==> src/rtl/spi_master_cfg.sv <==
// Parametrised full-duplex SPI master: configurable word width, CPOL/CPHA,
// SCLK divider, bit order and one-hot-decoded chip selects.
//
// state | meaning
// IDLE  | waiting for start, sclk parked at last cpol, cs_n all high
// SETUP | chip select asserted, first bit presented when cpha = 0
// XFER  | 2*DATA_W SCLK half-periods, shifting mosi and sampling miso
// HOLD  | sclk back at cpol, chip select still asserted
// DONE  | one-cycle completion pulse, dout valid
module spi_master_cfg #(
    parameter int DATA_W = 8,
    parameter int NUM_CS = 4,
    parameter int CS_W   = (NUM_CS > 1) ? $clog2(NUM_CS) : 1,
    parameter int DIV_W  = 8
) (
    input  logic              clk,
    input  logic              rst,
    input  logic              start,
    input  logic [DATA_W-1:0] din,
    input  logic [CS_W-1:0]   cs_sel,
    input  logic              cpol,
    input  logic              cpha,
    input  logic              msb_first,
    input  logic [DIV_W-1:0]  clk_div,
    input  logic              miso,
    output logic              sclk,
    output logic              mosi,
    output logic [NUM_CS-1:0] cs_n,
    output logic [DATA_W-1:0] dout,
    output logic              busy,
    output logic              done
);

    localparam int HC_W = $clog2(2 * DATA_W);
    localparam logic [HC_W-1:0] HC_LAST = HC_W'(2 * DATA_W - 1);
    localparam logic [HC_W-1:0] HC_PEN  = HC_W'(2 * DATA_W - 2);

    typedef enum logic [2:0] {
        S_IDLE,
        S_SETUP,
        S_XFER,
        S_HOLD,
        S_DONE
    } state_t;

    state_t state;
    state_t state_nxt;

    logic              rst_q;
    logic [DIV_W-1:0]  div_cnt;
    logic [DIV_W-1:0]  div_q;
    logic [HC_W-1:0]   half_cnt;
    logic [DATA_W-1:0] tx_sr;
    logic [DATA_W-1:0] rx_sr;
    logic [CS_W-1:0]   cs_q;
    logic              cpol_q;
    logic              cpha_q;
    logic              msb_q;

    logic accept;
    logic tc;
    logic edge_ev;
    logic leading;
    logic last_edge;
    logic sample_ev;
    logic drive_ev;
    logic tx_bit;
    logic first_bit;

    // Reset release is retimed by one flop so the first start lands on the
    // second clk edge after rst rises.
    always_ff @(posedge clk or negedge rst) begin
        if (!rst) begin
            rst_q <= 1'b0;
        end else begin
            rst_q <= 1'b1;
        end
    end

    assign accept    = (state == S_IDLE) && start && rst_q;
    assign tc        = (div_cnt == '0);
    // SCLK edges fall on entry to each XFER half-period.
    assign edge_ev   = tc && ((state == S_SETUP) ||
                              ((state == S_XFER) && (half_cnt != HC_LAST)));
    assign leading   = edge_ev && (sclk == cpol_q);
    assign last_edge = (state == S_XFER) && (half_cnt == HC_PEN);
    assign sample_ev = edge_ev && (cpha_q ? !leading : leading);
    assign drive_ev  = edge_ev && (cpha_q ? leading : (!leading && !last_edge));
    assign tx_bit    = msb_q ? tx_sr[DATA_W-1] : tx_sr[0];
    assign first_bit = msb_first ? din[DATA_W-1] : din[0];

    always_ff @(posedge clk or negedge rst) begin
        if (!rst) begin
            state <= S_IDLE;
        end else begin
            state <= state_nxt;
        end
    end

    always_comb begin
        state_nxt = state;
        case (state)
            S_IDLE:  if (accept) state_nxt = S_SETUP;
            S_SETUP: if (tc) state_nxt = S_XFER;
            S_XFER:  if (tc && (half_cnt == HC_LAST)) state_nxt = S_HOLD;
            S_HOLD:  if (tc) state_nxt = S_DONE;
            S_DONE:  state_nxt = S_IDLE;
            default: state_nxt = S_IDLE;
        endcase
    end

    always_comb begin
        busy = (state == S_SETUP) || (state == S_XFER) || (state == S_HOLD);
        done = (state == S_DONE);
        cs_n = '1;
        for (int i = 0; i < NUM_CS; i++) begin
            if (busy && (int'(cs_q) == i)) begin
                cs_n[i] = 1'b0;
            end
        end
    end

    always_ff @(posedge clk or negedge rst) begin
        if (!rst) begin
            div_cnt  <= '0;
            div_q    <= '0;
            half_cnt <= '0;
            tx_sr    <= '0;
            rx_sr    <= '0;
            cs_q     <= '0;
            cpol_q   <= 1'b0;
            cpha_q   <= 1'b0;
            msb_q    <= 1'b0;
            sclk     <= 1'b0;
            mosi     <= 1'b0;
            dout     <= '0;
        end else if (accept) begin
            div_cnt  <= clk_div;
            div_q    <= clk_div;
            half_cnt <= '0;
            cs_q     <= cs_sel;
            cpol_q   <= cpol;
            cpha_q   <= cpha;
            msb_q    <= msb_first;
            sclk     <= cpol;
            rx_sr    <= '0;
            if (cpha) begin
                mosi  <= 1'b0;
                tx_sr <= din;
            end else begin
                mosi  <= first_bit;
                tx_sr <= msb_first ? (din << 1) : (din >> 1);
            end
        end else if (busy) begin
            div_cnt <= tc ? div_q : div_cnt - DIV_W'(1);
            if ((state == S_XFER) && tc) begin
                half_cnt <= half_cnt + HC_W'(1);
            end
            if (edge_ev) begin
                sclk <= !sclk;
            end
            if (sample_ev) begin
                rx_sr <= msb_q ? {rx_sr[DATA_W-2:0], miso} : {miso, rx_sr[DATA_W-1:1]};
            end
            if (drive_ev) begin
                mosi  <= tx_bit;
                tx_sr <= msb_q ? (tx_sr << 1) : (tx_sr >> 1);
            end
            if ((state == S_HOLD) && tc) begin
                dout <= rx_sr;
            end
        end else if (state == S_DONE) begin
            mosi <= 1'b0;
        end
    end

endmodule

==> config.mk <==
export PLATFORM = sky130hd
export DESIGN_NAME = spi_master_cfg
export DESIGN_NICKNAME = d
export VERILOG_FILES = /design/src/rtl/spi_master_cfg.sv
export SDC_FILE = /design/constraint.sdc
export NUM_CORES = 1
export LEC_CHECK = 0
export CAP_MARGIN = 20
export CORE_UTILIZATION = 65
export DETAILED_ROUTE_END_ITERATION = 16
export DONT_BUFFER_PORTS = 1
export PLACE_DENSITY = 0.81
export SLEW_MARGIN = 20
export SYNTH_ARGS = -nofsm -noshare
export SYNTH_HDL_FRONTEND = slang
export SYNTH_SLANG_ARGS = --single-unit
==> constraint.sdc <==
create_clock -name clk -period 4.7 [get_ports clk]
set_clock_uncertainty 0.15 [all_clocks]
set_input_delay 0.235 -clock clk [delete_from_list [all_inputs] [get_ports clk]]
set_output_delay 0.235 -clock clk [all_outputs]
set_load 0.01 [all_outputs]
==> flow_summary_export.csv <==
group,metric,value,unit
detailed_routing,vias,2596,
detailed_routing,first_iter_violations,226,
sta,fin_setup_tns,0,ns
worst_setup_path,path_cells,"inv_1, ha_1, or3b_2, nor3_4, a31oi_1, a221o_1",
sta,grt_setup_unrepaired,"false",
detailed_routing,vias_per_cell,6.43,
clock_tree,cts_tree,"done",
yosys,synth_warnings,0,
sta,slew_headroom,34.9,%
floorplan,die_area,5160,um2
yosys,synth.cells.most_frequent,"nand2_1 (58), dfrtp_1 (55), mux2_2 (24), a31oi_1 (19), clkbuf_1 (15)",
floorplan,core,4720,um2
worst_setup_path,end_kind,"flip-flop",
place,port_buffers,0,
detailed_routing,drt-total-wl,6820,um
global_routing,grt_max_degree,56,
yosys,yosysMostFrequentCell,"nand2_1",
detailed_routing,first_pass_iters,6,
floorplan,die_x,71.8,um
finish,layout.nets,365,
clock_tree,cts_resized,0,
floorplan,rows,25,
global_routing,top_usage_layer,"met2",
detailed_routing,wl_per_cell,16.9,um
yosys,syn_area_per_cell,9.46,um2
sta,fmax,0.359,GHz
sta,tightest_slew,0.969,ns
outcome,status,"completed",
clock_tree,cts_max_level,2,
worst_setup_path,cpPeakStageDelay,0.60,ns
global_routing,grt_pass1_wl,11400,um
yosys,synth_ff_type,"dfrtp_1",
floorplan,die_y,71.8,um
clock_tree,ctsRootBufferMaster,"clkbuf_8",
worst_setup_path,cp_slowest_cell,"or3b_2",
global_routing,grt_pass1_vias,2455,
worst_setup_path,critical_path_class,"flip-flop to flip-flop",
flow_run,cap_viol_max_count,0,
yosys,ys_ff_latch,55,
clock_tree,clockBufferDepth,2,
worst_setup_path,worstPathMaxFanout,16,
yosys,synth_fp_nets,364,
finish,synthToLayoutAreaGrowth,7.97,%
clock_tree,cts_num_sinks,55,
place,gp_congestion,0.868,
pwr,peakVddDrop,0.300,mV
finish,final_cells,404,
global_routing,gr-total-overflow,0,
yosys,yosysSeqAreaShare,43.4,%
global_routing,grt_use_met1,37.0,%
finish,layout-drive-gt1-share,12.8,%
worst_setup_path,arrival,2.84,ns
global_routing,use_met2,48.1,%
clock_tree,cts_hold_buf,15,
yosys,syn-instance-count,335,
sta,finalMaxSlewViolations,0,
worst_setup_path,cp-start-kind,"flip-flop",
global_routing,track_usage,28.3,%
floorplan,io_pins,41,
sta,setup_violations,0,
floorplan,initial_core_util,67.1,%
place,placed_cells,381,
worst_setup_path,worstPathRequired,4.76,ns
pwr,power_density,579,nW/um2
sta,hold_viol,0,
yosys,post-synth-top-area-cell,"dfrtp_1",
yosys,async_flop_share,100,%
clock_tree,cts_setup_buffers,0,
detailed_routing,ant_nets,0,
pwr,power_leakage,1.43,nW
yosys,synth_area_leaders,"dfrtp_1 (43%), mux2_2 (8.5%), nand2_1 (6.9%)",
place,hpwlAfterDp,4520,um
detailed_routing,drc,0,
yosys,syn_area,3170,um2
yosys,synth_edf_count,0,
global_routing,antenna_found_initial,0,
finish,fill_cells,357,
clock_tree,cts_buffers,5,
yosys,synth_top_cell_area_share,43.4,%
global_routing,globalRouteMet3Util,5.06,%
min_path,hold_class,"input port to flip-flop",
yosys,synth.distinct_cells,56,
finish,antenna_cells,0,
sta,min_period,2.78,ns
clock_tree,clk_pin_slew,0.10,ns
sta,min_period_over_period,59.2,%
clock_tree,clk-insertion-delay-late,0.31,ns
==> report_power, final <==
group	total [W]	switching, W	internal, W
Sequential	0.000895	0.000238	0.000657
Clock	0.000255	0.000150	0.000104
Combinational	0.000831	0.000453	0.000378
Total	0.00198	0.000842	0.00114
==> cell families (layout without fill, tap and decap cells) <==
| family | Yosys count | after routing | synth area share [%] |
|---|---|---|---|
| DFF | 55 | 55 | 43.4 |
| other | 1 | 1 | 0.118 |
| buffers and inverters | 31 | 33 | 4.46 |
| adders and majority gates | 4 | 4 | 1.58 |
| muxes | 33 | 33 | 11.4 |
| AOI/OAI and AO/OA | 72 | 72 | 15.4 |
| xor gates and xnor gates | 8 | 8 | 2.64 |
| and+or+nand+nor | 131 | 131 | 21.0 |
==> area by class of cell <==
cell class	count	area, um2	share of cell area (%)
Sequential cell	55	1380	40.2
Clock buffer	6	72.6	2.12
Inverter	7	26.3	0.768
Multi-Input combinational cell	249	1660	48.5
Timing Repair Buffer	18	190	5.56
Clock inverter	2	12.5	0.365
Tap cell	67	83.8	2.45
==> layer usage <==
| layer | part of all wire [%] | vias to the layer above |
|---|---|---|
| li1 | - | 1229 |
| met4 | 0.76 | 0 |
| met2 | 49 | 68 |
| met3 | 4.9 | 7 |
| met1 | 45 | 1292 |
| met5 | 0 | - |
==> critical path, delay by kind of cell, from the launching register on <==
family | cells | cell delay, ns
and+or+nand+nor | 2 | 1.19
AOI/OAI and AO/OA | 2 | 0.60
DFF | 1 | 0.40
adders and majority gates | 1 | 0.22
buffers and inverters | 1 | 0.12
==> cell usage in the layout, fill, tap and decap left out, types with 2 or more instances in the layout <==
master / Yosys / layout
inv_1: 7 / 7
ha_1: 4 / 4
xnor2_1: 4 / 4
nor4_4: 1 / 2
or2_2: 2 / 2
and3_1: 2 / 2
or3_1: 5 / 5
nand2_1: 58 / 58
nand3b_1: 2 / 2
a31oi_1: 19 / 19
dlygate4sd3_1: 0 / 14
a221o_1: 3 / 3
o311ai_0: 2 / 2
nand3_1: 6 / 6
mux2i_1: 9 / 9
nor2_1: 14 / 14
o31ai_1: 9 / 9
mux2_2: 24 / 24
nand4_1: 4 / 4
o211ai_1: 2 / 2
o21ai_0: 13 / 13
buf_4: 1 / 3
clkbuf_8: 0 / 5
dfrtp_1: 55 / 55
nor4_1: 14 / 14
xor2_1: 3 / 3
a21oi_1: 10 / 10
nor2b_1: 2 / 2
nor3_1: 12 / 12
==> sequential cells by signal, indices dropped and copies added, names as in the netlist <==
signal / flops
div_cnt: 8
div_q: 8
dout: 8
rx_sr: 8
tx_sr: 8
half_cnt: 4
state: 3
cs_q: 2
cpha_q: 1
cpol_q: 1
mosi: 1
msb_q: 1
rst_q: 1
sclk: 1
==> worst paths after layout <==
kind                                         from                       to  slack, ns  cells after the start
max                        div_cnt[0]$_DFFE_PN0P_     tx_sr[0]$_DFFE_PN0P_       1.92                      6
min                                          cpha     tx_sr[2]$_DFFE_PN0P_       0.01                      4
max reg2reg                div_cnt[0]$_DFFE_PN0P_     tx_sr[0]$_DFFE_PN0P_       1.92                      6
min reg2reg                  div_q[6]$_DFFE_PN0P_     div_q[6]$_DFFE_PN0P_       0.34                      2
max in group asynchronous                     rst  half_cnt[3]$_DFFE_PN0P_       3.87                      2
min in group asynchronous                     rst     div_q[2]$_DFFE_PN0P_       0.28                      2
==> metrics by stage <==
step	util, %	area (um2)	hold WS (ns)	total power [W]	worst slack (ns)
after global placement	67.1	3170	-0.209	0.00167	2.07
after detailed placement	67.1	3170	-0.210	0.00170	1.99
after CTS	72.5	3420	0.0000910	0.00198	1.97
after floorplan	-	3170	-0.211	0.00152	2.44
final	72.5	3420	0.0145	0.00198	1.92
after global routing	72.5	3420	0.0274	0.00213	1.77
(Power assumes the default switching activity.)
